$ cat src/rtl/fir_reload_ctrl.sv
// Run-time coefficient reload sequencer for the FIR compiler core. It reads one bank
// from a registered coefficient ROM, streams it as a single reload packet, then sends the config beat.
module fir_reload_ctrl #(
    parameter int NUM_TAPS = 32,
    parameter int TAP_W    = 5,
    parameter int BANK_W   = 2,
    parameter int COEF_W   = 16
) (
    input  logic                    clk,
    input  logic                    rst_n,
    input  logic                    reload_req,
    input  logic [BANK_W-1:0]       bank_sel,
    output logic [BANK_W+TAP_W-1:0] coef_addr,
    input  logic [COEF_W-1:0]       coef_data,
    output logic                    m_axis_reload_tvalid,
    input  logic                    m_axis_reload_tready,
    output logic [COEF_W-1:0]       m_axis_reload_tdata,
    output logic                    m_axis_reload_tlast,
    output logic                    m_axis_config_tvalid,
    input  logic                    m_axis_config_tready,
    output logic [7:0]              m_axis_config_tdata,
    output logic                    busy,
    output logic                    done,
    output logic                    req_drop
);

    localparam logic [TAP_W-1:0] LAST_TAP = TAP_W'(NUM_TAPS - 1);

    typedef enum logic [2:0] {
        S_IDLE,
        S_RD,
        S_LD,
        S_TX,
        S_CFG,
        S_DONE
    } state_t;

    state_t                    state_q, state_d;
    logic [BANK_W-1:0]         bank_q, bank_d;
    logic [TAP_W-1:0]          k_q, k_d, k_next;
    logic [BANK_W+TAP_W-1:0]   addr_q, addr_d;
    logic [COEF_W-1:0]         tdata_q, tdata_d;
    logic                      tvalid_q, tvalid_d;
    logic                      tlast_q, tlast_d;
    logic                      cfg_valid_q, cfg_valid_d;
    logic                      busy_q, busy_d;
    logic                      done_q, done_d;
    logic                      drop_q, drop_d;

    assign k_next = k_q + TAP_W'(1);

    // NOTE: every signal written here gets its default first, so no path can leave one
    // unassigned and infer a latch.
    always_comb begin
        state_d     = state_q;
        bank_d      = bank_q;
        k_d         = k_q;
        addr_d      = addr_q;
        tdata_d     = tdata_q;
        tvalid_d    = tvalid_q;
        tlast_d     = tlast_q;
        cfg_valid_d = cfg_valid_q;
        done_d      = 1'b0;
        drop_d      = reload_req && (state_q != S_IDLE);

        case (state_q)
            S_IDLE: begin
                if (reload_req) begin
                    bank_d  = bank_sel;
                    k_d     = '0;
                    addr_d  = {bank_sel, {TAP_W{1'b0}}};
                    state_d = S_RD;
                end
            end
            // The ROM registers the address here; its data is presented during S_LD.
            S_RD: state_d = S_LD;
            S_LD: begin
                tdata_d  = coef_data;
                tvalid_d = 1'b1;
                tlast_d  = (k_q == LAST_TAP);
                state_d  = S_TX;
            end
            S_TX: begin
                if (m_axis_reload_tready) begin
                    tvalid_d = 1'b0;
                    tlast_d  = 1'b0;
                    if (tlast_q) begin
                        state_d = S_CFG;
                    end else begin
                        k_d     = k_next;
                        addr_d  = {bank_q, k_next};
                        state_d = S_RD;
                    end
                end
            end
            // The first CFG cycle raises valid; the handshake is only taken once valid is up.
            S_CFG: begin
                if (!cfg_valid_q) begin
                    cfg_valid_d = 1'b1;
                end else if (m_axis_config_tready) begin
                    cfg_valid_d = 1'b0;
                    done_d      = 1'b1;
                    state_d     = S_DONE;
                end
            end
            S_DONE:  state_d = S_IDLE;
            default: state_d = S_IDLE;
        endcase

        busy_d = (state_d != S_IDLE);
    end

    // NOTE: state registers use non-blocking assignments so every flop samples the
    // pre-edge values computed above, independent of block ordering.
    always_ff @(posedge clk or negedge rst_n) begin
        if (!rst_n) begin
            state_q     <= S_IDLE;
            bank_q      <= '0;
            k_q         <= '0;
            addr_q      <= '0;
            tdata_q     <= '0;
            tvalid_q    <= 1'b0;
            tlast_q     <= 1'b0;
            cfg_valid_q <= 1'b0;
            busy_q      <= 1'b0;
            done_q      <= 1'b0;
            drop_q      <= 1'b0;
        end else begin
            state_q     <= state_d;
            bank_q      <= bank_d;
            k_q         <= k_d;
            addr_q      <= addr_d;
            tdata_q     <= tdata_d;
            tvalid_q    <= tvalid_d;
            tlast_q     <= tlast_d;
            cfg_valid_q <= cfg_valid_d;
            busy_q      <= busy_d;
            done_q      <= done_d;
            drop_q      <= drop_d;
        end
    end

    assign coef_addr            = addr_q;
    assign m_axis_reload_tvalid = tvalid_q;
    assign m_axis_reload_tdata  = tdata_q;
    assign m_axis_reload_tlast  = tlast_q;
    assign m_axis_config_tvalid = cfg_valid_q;
    assign m_axis_config_tdata  = 8'h00;
    assign busy                 = busy_q;
    assign done                 = done_q;
    assign req_drop             = drop_q;

endmodule

$ cat config.mk
export PLATFORM = sky130hd
export DESIGN_NAME = fir_reload_ctrl
export DESIGN_NICKNAME = d
export VERILOG_FILES = /design/src/rtl/fir_reload_ctrl.sv
export SDC_FILE = /design/constraint.sdc
export NUM_CORES = 1
export LEC_CHECK = 0
export BUFFER_PORTS_ARGS = -buffer_cell sky130_fd_sc_hd__buf_2
export CORE_AREA = 8 8 76 78
export CTS_BUF_LIST = sky130_fd_sc_hd__clkbuf_2
export DETAILED_ROUTE_END_ITERATION = 12
export DIE_AREA = 0 0 84 86
export HOLD_SLACK_MARGIN = 0.12
export SYNTH_ARGS = -nofsm -noshare
export SYNTH_HDL_FRONTEND = slang
export SYNTH_SLANG_ARGS = --single-unit
export TNS_END_PERCENT = 5
$ cat constraint.sdc
create_clock -name clk -period 1.4 [get_ports clk]
set_input_delay 0.21 -clock clk [delete_from_list [all_inputs] [get_ports clk]]
set_output_delay 0.21 -clock clk [all_outputs]
set_load 0.03 [all_outputs]
; ---- Yosys cells after proc, flatten, opt, wreduce, memory -nomap -nowiden
; Cells that the tools add are included.
[word_totals]
rom_bits = 0
reg_bits = 39
ramBits = 0
latch_bits = 0
inputBits = 23
mem_count = 0
[classes]
bitwise_logic = 0
n_reduce_logical = 9
n_lt_le_gt_ge = 0
n_eq_ne = 8
div = 0
n_shift = 0
muxes = 22
multipliers = 0
addsub = 1
[op_table]
columns = op, count
row1 = $mux W7, 3
row2 = $mux W3, 5
row3 = $mux W5, 3
row4 = $pmux W3 S5, 1
row5 = $pmux W7 S2, 1
row6 = $pmux W5 S2, 1
row7 = $eq A3 B2 Y1 const B, 2
row8 = $mux W1, 6
row9 = $ne A2 B2 Y1 const B, 3
row10 = $reduce_bool A3 Y1, 2
row11 = $add A5 B1 Y5 const B, 1
row12 = $eq A5 B5 Y1 const B, 1
row13 = $pmux W1 S2, 2
row14 = $reduce_and A2 Y1, 2
row15 = $reduce_and A4 Y1, 1
row16 = $reduce_bool A2 Y1, 2
row17 = $eq A3 B1 Y1 const B, 1
row18 = $eq A3 B3 Y1 const B, 1
row19 = $logic_not A3 Y1, 1
row20 = $logic_and A1 B1 Y1, 1

; ---- Logic depth before layout (Yosys ltp)
[depth]
depth_word = 4
mapped_depth = 6
depth_no_buf = 4

; ---- Worst setup path before layout
; Ideal clock, no wire load.
[synth_path]
kind = register to register
start = register state_q[1]
end = register addr_q[5], in the netlist coef_addr[5]
synth_period_minus_slack_ps = 1546
arrival_ps = 1421
stages_incl_launch_ff = 5
path_slack_ps = -146
setup_ps = 125
path_cell_list = dfrtp_1 > buf_6 > or3b_1 > a21oi_1 > mux2_2
[synth_between]
elab_chain_cells = 3
elab_cells_between_ends = 8
cone_classes = 4 x eq/ne / 1 x mux / 3 x reduce/logical
[synth_lines]
columns = element, line_no
row1 = start: declaration, 38  ; state_t state_q, state_d;
row2 = start signal: assignment, 129  ; state_q <= state_d;
row3 = $eq A3 B2 Y1 or $logic_not A3 Y1 (tied branches), 66  ; case (state_q)
row4 = $ne A2 B2 Y1 (no source line) or $reduce_bool A2 Y1 (tied branches), -
row5 = $reduce_and A4 Y1 (no source line), -
row6 = end signal: assignment, 132  ; addr_q <= addr_d;
row7 = end: declaration, 41  ; logic [BANK_W+TAP_W-1:0] addr_q, addr_d;
; Several ways; a longest one is shown, not always the timed one.
; A chain may end at the register's enable or synchronous reset.

; ---- Worst setup path after layout
[layout_path]
start = register state_q[1]
end = register addr_q[6], in the netlist coef_addr[6]
; The elaborated chain is that of the path after synthesis.

==> results.toml <==
[status]
outcome = "finished with violations"
violations = "negative setup slack"

[worst_setup_path]
required_ns = 1.67
rr_endpoint = "coef_addr[6]"
cp.buffers_inverters = 0
crit_chain = "or3b_4 -> a21oi_4 -> mux2_4"
slowest_stage = "dfrtp_1"
cp-start-kind = "flop"
reg2reg_depth = 3
cp-end-kind = "flop"
rr_startpoint = "state_q[1]"
critPathKind = "reg -> reg"
worstPathArrival_ns = 1.74
path_delay_family = "flip-flops"
crit_path_max_fanout = 6
critPathMaxStageDelay_ns = 0.46
reg2reg_slack_ns = -0.07

[logic_synthesis]
synthArstFlopShare = 1.000
synth_flop_cell = "dfrtp_1"
ys_seq_area_frac = 0.5574
netlist.area_leader.share = 0.5574
synthTopCellsByArea = "dfrtp_1 56%, mux2_2 15%, buf_4 3.9%, a22o_1 2.3%, buf_6 2.2%"
ys_warn_count = 0
synth_cell_types = 31
syn_inst = 116
synth_edf_count = 0
synth_area_mm2 = 0.001526
synth_area_per_cell_um2 = 13.16
yosys_register_bits = 34
yosys.area.top_type = "dfrtp_1"

[floorplan]
die_area_mm2 = 0.007224
rows = 25
die_x_um = 84
initial_core_util = 0.3320
die-height_um = 86
core_region_area_mm2 = 0.004598
io_pins = 60

[cts]
cts_tree = "done"
cts.clk_slew.worst_paths_ns = 0.17
htree_num_levels = 2
cts.sinks = 34
clk_latency_ns = 0.37
clk_path_buf_depth = 2
cts_root_buf = "clkbuf_2"
numCtsBuffers = 5

[timing]
finalSetupViolCount = 8
grt_setup_unrepaired = "true"
finalHoldViolations = 0
clock.fmax_ghz = 0.6809
slew_viol_final = 0
finClkSkew_ns = 0.01273
min_period_ns = 1.469
finalWorstSetupSlack_ns = -0.06863
finalCritPeriodShare = 1.049

[routing]
drc = 0
routed_wl_mm = 3.794
wl_per_cell_um = 14.54
first_pass_iters = 4
vias = 1169
vias_per_cell = 4.479
drtIter0Drc = 36
antenna_left = 0

[global_routing]
grt_overflow = 0
first_global_vias = 1274
antenna_found_initial = 0
grt_pass1_wl_mm = 6.203
grt.total_usage = 0.1074
grt_max_degree = 35

[finish]
seq_area_um2 = 850.8
fillers = 427
fin_cells = 261
num_antenna_cells = 0
final_nets = 232
multi_input_area_um2 = 649.4
mostFrequentLayoutCells = "51 x buf_2, 34 x dfrtp_1, 21 x dlygate4sd3_1"
syn2layout_area_growth_pct = 47.21
fin_util = 0.4887
final_common_cell = "buf_2"
drive_gt1_frac = 0.5217

[pwr]
seqPwrFrac = 0.337
p_leak_nw = 1.113
max-vdd-ir-drop_mv = 0.9512
power_w = 0.004761
clkPwrFrac = 0.127
sw_frac_of_total = 0.4116
combinationalPowerShare = 0.537
p_per_area_mw_per_mm2 = 2119
netSwitchingPower_w = 0.001960
p_int_w = 0.002801

[worst_hold_path]
min_path_cells = 3
hold_path_end = "state_q[2]"
hold_class = "in -> reg"
min_from = "m_axis_reload_tready"

[placement]
place_congestion = 0.7375
dpl.cell_count = 230
place_hpwl_mm = 2.614
io_buffers = 51
preCtsSetupSlack_ns = -0.1105

[run]
drv_cap = 0
## per-layer routing
metal / global-route usage / part of all wire / vias to the layer above
met2: 0.1712 / 0.47 / 48
met4: 0.05181 / 0.016 / 0
met5: 0 / 0 / -
met3: 0.05308 / 0.096 / 7
met1: 0.1167 / 0.41 / 539
li1: - / - / 575
## state kept, by name (all words and copies together) (netlist names)
name / count
bank_q: 2
busy: 1
coef_addr: 3
done: 1
k_q: 4
m_axis_config_tvalid: 1
m_axis_reload_tdata: 16
m_axis_reload_tlast: 1
m_axis_reload_tvalid: 1
req_drop: 1
state_q: 3
## stage by stage
| stage | hold slack, ns | setup TNS (ns) | instance area (um2) |
|---|---|---|---|
| detailed placement | 0.2727 | -1.080 | 1904 |
| global placement | 0.2554 | -0.3219 | 1904 |
| finish | 0.1615 | -0.3846 | 2247 |
| CTS | 0.1299 | -0.5272 | 2206 |
| floorplan | -0.08559 | -1.233 | 1565 |
| global route | 0.1614 | -0.9165 | 2247 |
## synthesized netlist by cell type, drive strengths merged (2+ instances only)
| cell | count |
|---|---|
| dfrtp | 34 |
| mux2 | 23 |
| buf | 12 |
| nand2 | 5 |
| a22o | 4 |
| nor2 | 4 |
| a21oi | 3 |
| mux2i | 3 |
| nand2b | 3 |
| o21ai | 3 |
| a21o | 2 |
| and3 | 2 |
| ha | 2 |
| nand4b | 2 |
## cells by family after synthesis
family	Yosys count	synth area share
flops	34	0.5574
mux	26	0.1943
simple gates	25	0.09673
compound gates	14	0.06311
buf+inv	14	0.06966
fa+ha+maj	2	0.01639
other cells	1	0.002457
## power groups by stage
stage	clock [W]	sequential (W)	combinational, W
4_1_cts	0.000640	0.00159	0.00251
6_report	0.000603	0.00160	0.00255
2_1_floorplan	0	0.00233	0.000923
5_1_grt	0.000679	0.00165	0.00275
3_3_place_gp	0	0.00160	0.00231
3_5_place_dp	0	0.00162	0.00236
## repair_timing
item,4_1_cts,5_1_grt
pin swaps,5,2
hold buffers,21,0
setup endpoints to repair,25,26
gates resized for setup,7,6
setup buffers,1,2
endpoints found under the hold margin,54,0
## worst min-delay path: cells and delay by family
family                 cells  cell delay, ns
AOI/OAI and AO/OA          1            0.09
and+or+nand+nor            1            0.08
buffers and inverters      1            0.13
## worst max path at each step
stage | slack, ns | cells after the start | from | end
CTS | -0.09 | 3 | state_q[1] | coef_addr[6]
detailed placement | -0.11 | 3 | state_q[1] | coef_addr[5]
global route | -0.11 | 2 | state_q[2] | bank_q[1]
global placement | -0.07 | 3 | state_q[1] | coef_addr[6]
floorplan | -0.10 | 4 | state_q[1] | bank_q[0]
finish | -0.07 | 3 | state_q[1] | coef_addr[6]
## cell type report
type | instances | area share
sequential | 34 | 0.3786
multi-input combinational | 75 | 0.2890
tap | 54 | 0.03007
timing repair buffer | 90 | 0.2745
inverter | 1 | 0.001670
clock buffer | 5 | 0.01114
clock inverter | 2 | 0.01503
Power figures use the tool's default switching activity.
